<file path="config.mk">
export PLATFORM = sky130hd
export DESIGN_NAME = uart_rx_fifo
export DESIGN_NICKNAME = d
export VERILOG_FILES = /design/src/rtl/uart_rx_fifo.sv
export SDC_FILE = /design/constraint.sdc
export NUM_CORES = 1
export LEC_CHECK = 0
export ABC_AREA = 1
export BUFFER_PORTS_ARGS = -buffer_cell sky130_fd_sc_hd__buf_2
export CAP_MARGIN = 0
export CORE_MARGIN = 1.5
export CORE_UTILIZATION = 58
export CTS_BUF_LIST = sky130_fd_sc_hd__clkbuf_4 sky130_fd_sc_hd__clkbuf_8
export CTS_CLUSTER_DIAMETER = 40
export DETAILED_ROUTE_END_ITERATION = 8
export HOLD_SLACK_MARGIN = 0.02
export PLACE_DENSITY = 0.78
export SETUP_SLACK_MARGIN = 0.4
export SKIP_LAST_GASP = 1
export SYNTH_ARGS = -nofsm -noshare
export SYNTH_HDL_FRONTEND = slang
export SYNTH_SLANG_ARGS = --single-unit
export TNS_END_PERCENT = 30
</file>
<file path="constraint.sdc">
create_clock -name clk -period 2.55 [get_ports clk]
set_clock_uncertainty 0.1 [all_clocks]
set_input_delay 0.51 -clock clk [delete_from_list [all_inputs] [get_ports clk]]
set_output_delay 0.51 -clock clk [all_outputs]
set_load 0.03 [all_outputs]
</file>
<file path="src/rtl/uart_rx_fifo.sv">
// UART receiver: 2-flop synchroniser, mid-bit sampling FSM and a
// show-ahead FIFO of {ferr, perr, data} entries with sticky overflow.
module uart_rx_fifo #(
    parameter int ClkFreq    = 50_000_000,
    parameter int BaudRate   = 115_200,
    parameter int DataBits   = 8,
    parameter int ParityMode = 0,
    parameter int StopBits   = 1,
    parameter int FifoDepth  = 16
) (
    input  logic                         clk,
    input  logic                         reset,
    input  logic                         rx_i,
    input  logic                         rd_en_i,
    output logic [DataBits-1:0]          data_o,
    output logic                         perr_o,
    output logic                         ferr_o,
    output logic                         empty_o,
    output logic                         full_o,
    output logic [$clog2(FifoDepth):0]   count_o,
    output logic                         overflow_o,
    input  logic                         clr_ovf_i
);

    localparam int Div  = ClkFreq / BaudRate;
    localparam int Half = Div / 2;
    localparam int CW   = $clog2(Div);
    localparam int AW   = $clog2(FifoDepth);
    localparam int EW   = DataBits + 2;

    localparam logic [CW-1:0] CntMax   = CW'(Div - 1);
    localparam logic [CW-1:0] CntMid   = CW'(Half);
    localparam logic [3:0]    LastData = 4'(DataBits - 1);
    localparam logic [3:0]    LastStop = 4'(StopBits - 1);
    localparam logic          HasPar   = (ParityMode != 0);
    localparam logic          OddPar   = (ParityMode == 1);
    localparam logic [AW:0]   CntFull  = (AW+1)'(FifoDepth);

    typedef enum logic [2:0] {
        S_IDLE,
        S_START,
        S_DATA,
        S_PARITY,
        S_STOP
    } state_e;

    state_e              state_q;
    logic                rx_m_q;
    logic                rx_s_q;
    logic [CW-1:0]       baud_q;
    logic [3:0]          bit_q;
    logic [DataBits-1:0] sh_q;
    logic                perr_q;
    logic                ferr_q;
    logic                brk_q;

    logic                mid;
    logic                push;
    logic [EW-1:0]       push_ent;

    assign mid      = (baud_q == CntMid);
    assign push     = (state_q == S_STOP) && mid && (bit_q == LastStop);
    assign push_ent = {ferr_q | ~rx_s_q, perr_q, sh_q};

    always_ff @(posedge clk or posedge reset) begin
        if (reset) begin
            rx_m_q  <= 1'b1;
            rx_s_q  <= 1'b1;
            state_q <= S_IDLE;
            baud_q  <= '0;
            bit_q   <= '0;
            sh_q    <= '0;
            perr_q  <= 1'b0;
            ferr_q  <= 1'b0;
            brk_q   <= 1'b0;
        end else begin
            rx_m_q <= rx_i;
            rx_s_q <= rx_m_q;
            if (state_q != S_IDLE) begin
                baud_q <= (baud_q == CntMax) ? '0 : baud_q + 1'b1;
            end
            unique case (state_q)
                S_IDLE: begin
                    baud_q <= '0;
                    bit_q  <= '0;
                    // after a framing error the line must go idle before a new start
                    if (brk_q) begin
                        if (rx_s_q) brk_q <= 1'b0;
                    end else if (!rx_s_q) begin
                        state_q <= S_START;
                        perr_q  <= 1'b0;
                        ferr_q  <= 1'b0;
                    end
                end
                S_START: begin
                    if (mid) state_q <= rx_s_q ? S_IDLE : S_DATA;
                end
                S_DATA: begin
                    if (mid) begin
                        sh_q <= {rx_s_q, sh_q[DataBits-1:1]};
                        if (bit_q == LastData) begin
                            bit_q   <= '0;
                            state_q <= HasPar ? S_PARITY : S_STOP;
                        end else begin
                            bit_q <= bit_q + 1'b1;
                        end
                    end
                end
                S_PARITY: begin
                    if (mid) begin
                        perr_q  <= ((^sh_q) ^ rx_s_q) != OddPar;
                        state_q <= S_STOP;
                    end
                end
                S_STOP: begin
                    if (mid) begin
                        if (bit_q == LastStop) begin
                            bit_q   <= '0;
                            brk_q   <= ferr_q | ~rx_s_q;
                            state_q <= S_IDLE;
                        end else begin
                            bit_q  <= bit_q + 1'b1;
                            ferr_q <= ferr_q | ~rx_s_q;
                        end
                    end
                end
                default: state_q <= S_IDLE;
            endcase
        end
    end

    logic [EW-1:0] mem_q [FifoDepth];
    logic [AW-1:0] wr_q, wr_d;
    logic [AW-1:0] rd_q, rd_d;
    logic [AW:0]   cnt_q, cnt_d;
    logic          ovf_q, ovf_d;
    logic          do_pop;
    logic          do_push;
    logic          drop;
    logic [EW-1:0] head;

    assign empty_o = (cnt_q == '0);
    assign full_o  = (cnt_q == CntFull);
    assign do_pop  = rd_en_i & ~empty_o;
    // a pop on the same edge frees the slot, so a full FIFO still accepts
    assign do_push = push & (~full_o | do_pop);
    assign drop    = push & full_o & ~do_pop;

    always_comb begin
        wr_d  = wr_q;
        rd_d  = rd_q;
        cnt_d = cnt_q;
        ovf_d = ovf_q;
        if (do_push) wr_d = wr_q + 1'b1;
        if (do_pop)  rd_d = rd_q + 1'b1;
        cnt_d = cnt_q + (AW+1)'(do_push) - (AW+1)'(do_pop);
        if (drop) begin
            ovf_d = 1'b1;
        end else if (clr_ovf_i) begin
            ovf_d = 1'b0;
        end
    end

    always_ff @(posedge clk or posedge reset) begin
        if (reset) begin
            wr_q  <= '0;
            rd_q  <= '0;
            cnt_q <= '0;
            ovf_q <= 1'b0;
        end else begin
            wr_q  <= wr_d;
            rd_q  <= rd_d;
            cnt_q <= cnt_d;
            ovf_q <= ovf_d;
        end
    end

    always_ff @(posedge clk) begin
        if (do_push) mem_q[wr_q] <= push_ent;
    end

    assign head       = mem_q[rd_q];
    assign data_o     = empty_o ? '0 : head[DataBits-1:0];
    assign perr_o     = ~empty_o & head[DataBits];
    assign ferr_o     = ~empty_o & head[DataBits+1];
    assign count_o    = cnt_q;
    assign overflow_o = ovf_q;

endmodule

</file>
==> out/metrics.yaml <==
outcome: "finished with violations"
violations: "setup timing"
drive_gt1_frac: 0.289
clk_pin_slew_worst_paths_ps: 70
placed_cell_area_sq_um: 9530
rsz0062_at_grt: "yes"
post-place-ws_ps: 118
drv_slew: 0
r2r_slack_ps: 150
reg2regPathDepth: 14
port_buffers: 22
cts_tree: "yes"
finalWeightedCongestion: 0.835
slowest_delay_ps: 470
synth_edf_count: 160
hpwl_um: 12000
hold_depth: 2
gr-usage-met3: 0.0472
p_sw_frac: 0.359
cp-end-kind: "output port"
clkPwrFrac: 0.257
n_fill_cell: 907
p_sw_uw: 3890
clock-sinks: 203
firstDrtPassIters: 5
synth-seq-cells: 203
tightest_slew_ps: 698
power_density_nw_per_um2: 966
path_cells: "clkinv_4 -> buf_12 -> nand2_1 -> nand3_1 -> nand3_1 -> nand2_1 -> nand2_1 -> a21oi_2 -> buf_6"
ys_seq_area_frac: 0.662
cap_violations: 0
path_common_cell: "nand2_1"
cp_max_fo: 16
post_drt_via_cell_ratio: 5.78
yosysWarnings: 0
synth_flop_cell: "edfxtp_1"
p_int_uw: 6940
num_rows: 45
critical_path_depth: 9
use_met2: 0.412
drtAntennaViolNets: 0
period_share: 1.10
cp_num_buf_inv: 3
start_util: 0.589
cts_root_buf: "clkbuf_8"
period_minus_slack_ps: 2820
routed_wl_um: 22500
setup_viol_count_final: 10
slowest_stage: "dfrtp_2"
dpl.cell_count: 1068
yosys.area.top_type: "edfxtp_1"
cts_htree_levels: 1
synth_cell_types: 36
cts_buffers: 31
power_frac_seq: 0.345
vias: 6709
overflow: 0
crit_family: "simple AND/OR/NAND/NOR gates"
fin_ws_ps: -266
wire_per_inst_um: 19.4
synth_area_per_cell_sq_um: 10.5
pin_count: 23
die_x_um: 127
whs_ps: 57.5
met1_usage: 0.332
drt-initial-drc-count: 825
finalNetCount: 969
crit_type: "reg2out"
max_slew_margin: 0.535
drcViolationCount: 0
ys_async_sr_fraction: 0.212
die_area_sq_um: 16100
synthTopCellsByCount: "nand2_1 (283), edfxtp_1 (160), nand3_1 (135)"
start_kind: "flop"
ys_top_cells_by_area: "edfxtp_1 (54%), nand2_1 (12%), dfrtp_1 (12%)"
p_comb_frac: 0.398
min_path_type: "in2reg"
grt_pass1_vias: 5989
clkLatencyLatePin_ps: 560
cp-startpoint: "rd_q[0]$_DFFE_PP0N_"
synth.most_common_cell: "nand2_1"
antenna_found_initial: 0
design.core.area_sq_um: 15100
grtUsageTotal: 0.248
grt_pass1_wl_um: 30900
clockBufferDepth: 3
netlist.area_leader.share: 0.540
worstPathArrival_ps: 2210
crit_end: "data_o[5]"
leakage_uw: 0.00473
syn-num-nets: 869
syn_inst: 849
r2r_start: "count_o[3]$_DFF_PP0_"
synthesis.area_sq_um: 8890
diodes: 0
hold_viol: 0
die_h_um: 127
power_uw: 10800
ir_drop_mv: 0.785
grt_max_degree: 38
fin_area_sq_um: 11200
worstPathRequired_ps: 1940
fin_cells: 1161
gr-max-usage-layer: "met2"
syn2layout_area_growth_pct: 26.0
fmax_mhz: 355
r2r-end: "count_o[4]$_DFF_PP0_"
[area by class of cell]
type / count / area [sq um] / share of cell area
Tap cell: 188 / 235 / 0.0210
Multi-Input combinational cell: 560 / 3110 / 0.278
Clock buffer: 46 / 577 / 0.0515
Sequential cell: 203 / 5890 / 0.526
Clock inverter: 11 / 78.8 / 0.00704
Timing Repair Buffer: 101 / 1100 / 0.0981
Inverter: 52 / 215 / 0.0192
[metal layers]
layer  up-vias  part of all wire
met4         0             0.036
met2       372              0.50
met3        69             0.086
met1      3177              0.38
met5         -                 0
li1       3091                 -
[state kept, by name (all words and copies together) (netlist names), 3 cells and up]
signal	cells
mem_q	160
bit_q	4
state_q	3
rd_q	4
sh_q	8
count_o	5
baud_q	9
wr_q	4
[kinds of logic (layout without fill, tap and decap cells)]
kind of cell / count (synthesis) / count (layout) / synth area share
AO/OA/AOI/OAI: 42 / 42 / 0.0263
XOR/XNOR: 12 / 12 / 0.0118
adder cells (fa/ha/maj): 15 / 15 / 0.0220
buffers and inverters: 86 / 210 / 0.0395
flip-flops: 203 / 203 / 0.662
AND/OR/NAND/NOR: 491 / 491 / 0.239
[per-stage QoR]
step	util	TNS [ps]
floorplan	-	0
global placement	0.632	0
detailed placement	0.632	0
CTS	0.694	-1960
global route	0.742	-2760
finish	0.742	-1870
[worst min-delay path by stage]
stage | start | end
2_1_floorplan | rx_m_q$_DFF_PP1_ | rx_s_q$_DFF_PP1_
3_3_place_gp | rx_m_q$_DFF_PP1_ | rx_s_q$_DFF_PP1_
3_5_place_dp | rx_m_q$_DFF_PP1_ | rx_s_q$_DFF_PP1_
4_1_cts | clr_ovf_i | overflow_o$_DFFE_PP0P_
5_1_grt | clr_ovf_i | overflow_o$_DFFE_PP0P_
6_report | clr_ovf_i | overflow_o$_DFFE_PP0P_
[power groups by stage]
stage	sequential, uW	clock (uW)	combinational [uW]
after global placement	3780	0	2920
after global routing	3740	2960	4540
after floorplan	3820	0	2030
final	3730	2780	4310
after detailed placement	3790	0	2970
after CTS	3730	2780	3560
[cell usage in the layout (no fill, tap or decap), types with 3 or more instances in the layout]
cell / count
nand2_1: 253
edfxtp_1: 160
nand3_1: 102
buf_4: 40
inv_1: 38
dfrtp_1: 37
clkbuf_8: 37
nand3_2: 32
nand2_2: 31
buf_6: 30
nor2_1: 24
a21oi_2: 13
o21ai_1: 13
buf_2: 12
inv_2: 11
ha_1: 11
nor3_1: 10
nor2_4: 10
xor2_1: 9
clkbuf_4: 9
nand2_4: 7
nand4_1: 7
a21oi_1: 6
nor2_2: 5
clkinv_1: 5
clkbuf_16: 5
buf_12: 5
buf_16: 4
dfrtp_2: 4
o21ai_0: 3
o21ai_2: 3
xnor2_1: 3
clkinv_2: 3
buf_8: 3
[timing repair]
action	4_1_cts	5_1_grt
cloned	3	12
setup buffers	5	14
gates resized for setup	35	128
pin swaps	5	48
endpoints found under the hold margin	20	0
hold buffers	2	0
setup endpoints to repair	15	175
(Power assumes the default switching activity.)
